**src/rtl/magma_pkg.sv**
```systemverilog
// Shared definitions for the Magma (GOST R 34.12-2015) 64-bit block cipher.
// Contents: S-box table PI, the t (S-layer) and g round functions,
// the round-key schedule index, key-word extraction and the core FSM state.
package magma_pkg;

  localparam int BLK_W    = 64;
  localparam int KEY_W    = 256;
  localparam int N_ROUNDS = 32;

  typedef enum logic [1:0] {
    IDLE = 2'd0,
    RUN  = 2'd1,
    DONE = 2'd2
  } magma_state_t;

  // PI[i] substitutes nibble i (bits 4i+3:4i) of the 32-bit word.
  localparam logic [3:0] PI [0:7][0:15] = '{
    '{4'hC, 4'h4, 4'h6, 4'h2, 4'hA, 4'h5, 4'hB, 4'h9, 4'hE, 4'h8, 4'hD, 4'h7, 4'h0, 4'h3, 4'hF, 4'h1},
    '{4'h6, 4'h8, 4'h2, 4'h3, 4'h9, 4'hA, 4'h5, 4'hC, 4'h1, 4'hE, 4'h4, 4'h7, 4'hB, 4'hD, 4'h0, 4'hF},
    '{4'hB, 4'h3, 4'h5, 4'h8, 4'h2, 4'hF, 4'hA, 4'hD, 4'hE, 4'h1, 4'h7, 4'h4, 4'hC, 4'h9, 4'h6, 4'h0},
    '{4'hC, 4'h8, 4'h2, 4'h1, 4'hD, 4'h4, 4'hF, 4'h6, 4'h7, 4'h0, 4'hA, 4'h5, 4'h3, 4'hE, 4'h9, 4'hB},
    '{4'h7, 4'hF, 4'h5, 4'hA, 4'h8, 4'h1, 4'h6, 4'hD, 4'h0, 4'h9, 4'h3, 4'hE, 4'hB, 4'h4, 4'h2, 4'hC},
    '{4'h5, 4'hD, 4'hF, 4'h6, 4'h9, 4'h2, 4'hC, 4'hA, 4'hB, 4'h7, 4'h8, 4'h1, 4'h4, 4'h3, 4'hE, 4'h0},
    '{4'h8, 4'hE, 4'h2, 4'h5, 4'h6, 4'h9, 4'h1, 4'hC, 4'hF, 4'h4, 4'hB, 4'h0, 4'hD, 4'hA, 4'h3, 4'h7},
    '{4'h1, 4'h7, 4'hE, 4'hD, 4'h0, 4'h5, 4'h8, 4'h3, 4'h4, 4'hF, 4'hA, 4'h6, 4'h9, 4'hC, 4'hB, 4'h2}
  };

  // S-layer: each nibble through its own substitution.
  function automatic logic [31:0] magma_t(input logic [31:0] a);
    logic [31:0] res;
    res = '0;
    for (int i = 0; i < 8; i++) begin
      res[4*i +: 4] = PI[i][a[4*i +: 4]];
    end
    return res;
  endfunction

  // g(a, k) = rotl11(t(a + k mod 2^32))
  function automatic logic [31:0] magma_g(input logic [31:0] a, input logic [31:0] k);
    logic [31:0] s;
    s = magma_t(a + k);
    return {s[20:0], s[31:21]};
  endfunction

  // Round-key index. Encrypt walks k0..k7 three times then k7..k0;
  // decrypt walks k0..k7 once then k7..k0 three times.
  function automatic logic [2:0] magma_kidx(input logic [4:0] r, input logic dec);
    logic [2:0] lo;
    lo = r[2:0];
    if (dec) begin
      return (r < 5'd8) ? lo : 3'd7 - lo;
    end
    return (r < 5'd24) ? lo : 3'd7 - lo;
  endfunction

  // k0 sits in the top 32 bits of the key.
  function automatic logic [31:0] magma_kword(input logic [255:0] key, input logic [2:0] idx);
    return key[32*(3'd7 - idx) +: 32];
  endfunction

endpackage

```
**src/rtl/magma_round.sv**
```systemverilog
// One Magma Feistel round, purely combinational: L' = R, R' = L ^ g(R, k).
// Latency: zero cycles (chained RPC times inside the core).
// Backpressure: none; the enclosing core controls when results are registered.
// Ports: l, r = current halves; k = round key; l_next, r_next = halves after the round.
module magma_round
  import magma_pkg::*;
(
  input  logic [31:0] l,
  input  logic [31:0] r,
  input  logic [31:0] k,
  output logic [31:0] l_next,
  output logic [31:0] r_next
);

  assign l_next = r;
  assign r_next = l ^ magma_g(r, k);

endmodule

```
**src/rtl/magma_iter_core.sv**
```systemverilog
// Iterative Magma encrypt/decrypt core, RPC rounds per clock, 256-bit key latched per block.
// Latency: accept edge plus 32/RPC compute edges, then out_valid; one block per 32/RPC+1 cycles.
// Backpressure: result held in DONE until out_ready; in_ready follows out_ready there (same-cycle reload).
// Ports: clk, reset_ (async active-low); in_valid/in_ready/in_data/in_key/in_decrypt input side;
//        out_valid/out_ready/out_data result side; busy high while rounds are being computed.
module magma_iter_core
  import magma_pkg::*;
#(
  parameter int RPC = 1
) (
  input  logic         clk,
  input  logic         reset_,
  input  logic         in_valid,
  output logic         in_ready,
  input  logic [63:0]  in_data,
  input  logic [255:0] in_key,
  input  logic         in_decrypt,
  output logic         out_valid,
  input  logic         out_ready,
  output logic [63:0]  out_data,
  output logic         busy
);

  localparam int         N_CYC    = N_ROUNDS / RPC;
  localparam logic [4:0] RND_STEP = 5'(RPC);
  // rnd value at the start of the cycle that computes round 31
  localparam logic [4:0] RND_LAST = 5'(RPC * (N_CYC - 1));

  if (RPC != 1 && RPC != 2 && RPC != 4 && RPC != 8) begin : g_bad_rpc
    $error("magma_iter_core: RPC must be 1, 2, 4 or 8");
  end

  magma_state_t state;
  logic [31:0]  l_q;
  logic [31:0]  r_q;
  logic [4:0]   rnd;
  logic [255:0] key_q;
  logic         dec_q;
  logic         accept;

  assign in_ready = (state == IDLE) || (state == DONE && out_ready);
  assign accept   = in_valid && in_ready;

  // Round chain: stage j computes round rnd + j. rnd never exceeds 32-RPC
  // while in RUN, so rnd + j stays inside 0..31.
  logic [31:0] l_c [RPC+1];
  logic [31:0] r_c [RPC+1];

  assign l_c[0] = l_q;
  assign r_c[0] = r_q;

  for (genvar j = 0; j < RPC; j++) begin : g_chain
    logic [2:0]  kidx;
    logic [31:0] kword;
    assign kidx  = magma_kidx(rnd + 5'(j), dec_q);
    assign kword = magma_kword(key_q, kidx);
    magma_round u_round (
      .l      (l_c[j]),
      .r      (r_c[j]),
      .k      (kword),
      .l_next (l_c[j+1]),
      .r_next (r_c[j+1])
    );
  end

  always_ff @(posedge clk or negedge reset_) begin
    if (!reset_) begin
      state     <= IDLE;
      l_q       <= '0;
      r_q       <= '0;
      rnd       <= '0;
      key_q     <= '0;
      dec_q     <= 1'b0;
      out_valid <= 1'b0;
      out_data  <= '0;
      busy      <= 1'b0;
    end else begin
      // Accept only happens in IDLE or DONE, so it never collides with
      // the RUN-state updates of the same registers below.
      if (accept) begin
        l_q   <= in_data[63:32];
        r_q   <= in_data[31:0];
        key_q <= in_key;
        dec_q <= in_decrypt;
        rnd   <= '0;
      end

      case (state)
        IDLE: begin
          if (in_valid) begin
            state <= RUN;
            busy  <= 1'b1;
          end
        end

        RUN: begin
          l_q <= l_c[RPC];
          r_q <= r_c[RPC];
          rnd <= rnd + RND_STEP;  // wraps to 0 after the last step; unused until reloaded
          if (rnd == RND_LAST) begin
            // The last round has no swap, so emit the halves swapped back.
            out_data  <= {r_c[RPC], l_c[RPC]};
            out_valid <= 1'b1;
            busy      <= 1'b0;
            state     <= DONE;
          end
        end

        DONE: begin
          if (out_ready) begin
            out_valid <= 1'b0;
            if (in_valid) begin
              state <= RUN;
              busy  <= 1'b1;
            end else begin
              state <= IDLE;
            end
          end
        end

        default: state <= IDLE;
      endcase
    end
  end

endmodule

```
**config.mk**
```make
export PLATFORM = sky130hd
export DESIGN_NAME = magma_iter_core
export DESIGN_NICKNAME = d
export VERILOG_FILES = /design/src/rtl/magma_pkg.sv /design/src/rtl/magma_round.sv /design/src/rtl/magma_iter_core.sv
export SDC_FILE = /design/constraint.sdc
export NUM_CORES = 1
export LEC_CHECK = 0
export ABC_AREA = 1
export CAP_MARGIN = 20
export CORE_ASPECT_RATIO = 1.4
export CORE_UTILIZATION = 40
export DETAILED_ROUTE_END_ITERATION = 10
export PLACE_DENSITY = 0.61
export SYNTH_ARGS = -nofsm -noshare
export SYNTH_HDL_FRONTEND = slang
export SYNTH_HIERARCHICAL = 1
export SYNTH_SLANG_ARGS = --single-unit
export TNS_END_PERCENT = 100
```
**constraint.sdc**
```tcl
create_clock -name clk -period 9.88 [get_ports clk]
set_clock_uncertainty 0.2 [all_clocks]
set_input_delay 2.47 -clock clk [delete_from_list [all_inputs] [get_ports clk]]
set_output_delay 2.47 -clock clk [all_outputs]
set_load 0.02 [all_outputs]
```
==> metrics.txt <==
HP Start out_data[55]; critical path required time 7.21 ns; Synth Area in XOR/XNOR 1.73%; Yosys warnings 6; Die Width 205 µm; R2R Path End r_q[24]; Setup violations, final 0; Post-Synthesis Cells 3159; via/cell ratio 5.14; clock slew at reported path FFs 0.06 ns; fmax 151 MHz; outcome complete, no violations; Post-CTS Setup Bufs 0; Synth Register Bits 394; Final nets 3816; share of cells above drive strength 1 4.26%; max_slew headroom 31.5%; CTS Root Cell clkbuf_16; Reg-to-Reg Start rnd[4]; RSZ-0062 raised after global routing false; per-cell routed wire length 19.8 µm; ANT nets after route 0; Starting Density 40.6%; vias 21511; Synth Area in Compound Gates 10.7%; Synth Area in Simple Gates 28.7%; CTS sink count 394; GRT overflow 0; reg2reg path depth 32; initial drt markers 1450; main area contributors after synthesis dfrtp_1, nand2_1, nand3_1; cell taking the most area after synthesis dfrtp_1; Area Overhead vs Synth 23.5%; fin crit share 67.0%; CP Data Arrival Time 3.95 ns; critical path startpoint out_ready; Synth Flop Type dfrtp_1; critical path class in -> out; cell area after synthesis 0.0230 mm²; Avg Cell Area, Syn 7.27 µm²; Worst Path Max Fanout 3; Final Max Slew Viols 0; syn_nets 3555; setup TNS 0 ns; post-synth top area share 42.9%; CP startpoint kind input port; largest family of logic cells by synthesized area simple AND/OR/NAND/NOR gates; gr usage total 28.3%; sequential fraction of the synthesis area 42.9%; most common cell in the netlist nand2_1; Final GP Congestion 0.917; drt total wl 82800 µm; dpl hpwl 63500 µm; Post-synth EDFFs 0; Post-Synth Adder-Cell Area 3.90%; TritonCTS clock tree yes; PortBufs 391; htree depth 2; Die ar. 0.0584 mm²; row count 103; worst-margin pin slew 1.02 ns; first-pass detailed-route iteration total 8; Clock Tree Buf Depth 3; global-route wire length before repair 125000 µm; Tmin final 6.62 ns; Hold-fix buffers, CTS 0; post-synthesis mux area share 0%; Worst-Skew Late Latency 0.58 ns; Endpoint, Worst Hold out_data[55]; critical path endpoint category output pin; fill count 5594; Worst Hold Class reg -> reg; Final Hold Violating Endpoints 0; Cell variety after synth 45; DRC violations left 0; Hold Crit Depth 2; CTS Buf Count 43; CORE AREA 0.0566 mm²; IO Count 392; initial antenna violation count 3; setup slack, reg-to-reg 3.96 ns; cts repair resizes 0; vias in the first global route 21693; Max Cap Violations 0; Post-synth ARST share 100%; synth cell count leaders nand2_1, inv_1, nand3_1, dfrtp_1, nor2_1; Die Ht 286 µm; largest net degree at the start of global routing 233
-- layout by cell type, fill, tap and decap left out, types with 12 or more instances in the layout --
cell,instances
xnor2_1,17
xor2_1,14
buf_4,15
nand3_2,12
clkdlybuf4s50_1,389
dfrtp_1,394
inv_1,450
nor2_1,315
a21oi_1,284
nand3_1,413
o21ai_0,81
ha_1,70
o211ai_1,61
clkbuf_8,13
nand2_2,23
clkbuf_16,44
nand2_1,762
-- cell type report --
class / count / area (µm²) / area share (%)
repair buffers: 410 / 4110 / 14.5
clock inverters: 7 / 75.1 / 0.265
flip-flops and latches: 394 / 9860 / 34.8
multi-input cells: 2114 / 10400 / 36.5
clock buffers: 68 / 1320 / 4.66
diodes: 1 / 2.50 / 0.00882
well taps: 735 / 920 / 3.24
inverters: 457 / 1720 / 6.05
-- per-stage QoR --
step,util [%],hold WS (ns),cells,setup slack [ns],instance area (µm²)
2_1_floorplan,-,0.281,3159,3.93,23000
3_3_place_gp,47.6,0.261,4109,3.25,26900
3_5_place_dp,47.7,0.263,4110,3.26,27000
4_1_cts,50.1,0.279,4185,3.25,28400
5_1_grt,50.1,0.293,4185,3.23,28400
6_report,50.1,0.274,4186,3.26,28400
-- worst max-delay path: stages --
cell	delay, ns
clkdlybuf4s50_1	0.53
inv_1	0.12
a21oi_4	0.19
clkdlybuf4s50_1	0.63
-- cell families (layout without fill, tap and decap cells) --
| family | count (synthesis) | in the layout |
|---|---|---|
| and+or+nand+nor | 1554 | 1554 |
| buffers and inverters | 651 | 942 |
| AOI/OAI and AO/OA | 451 | 451 |
| DFF | 394 | 394 |
| adders and majority gates | 71 | 71 |
| xor gates and xnor gates | 38 | 38 |
| other | 0 | 1 |
-- per-layer routing --
layer / GRT usage, % / part of all wire (%) / up-vias
li1: - / - / 10454
met4: 14.8 / 5.5 / 4
met2: 52.5 / 53 / 688
met1: 31.4 / 37 / 10223
met5: 0 / 0.033 / -
met3: 3.01 / 4.4 / 142
-- how the worst max path moves through the flow --
stage,end,slack [ns]
2_1_floorplan,in_ready,3.93
3_3_place_gp,in_ready,3.25
3_5_place_dp,in_ready,3.26
4_1_cts,in_ready,3.25
5_1_grt,in_ready,3.23
6_report,in_ready,3.26
-- flip-flops by register name, summed over array words and instances (netlist names) --
register   cells
key_q        256
dec_q          1
out_valid      1
state          2
out_data      64
busy           1
l_q           32
rnd            5
r_q           32
Power is not shown: default switching activity piles up to over one toggle a cycle in this logic, so the estimate is an artifact.
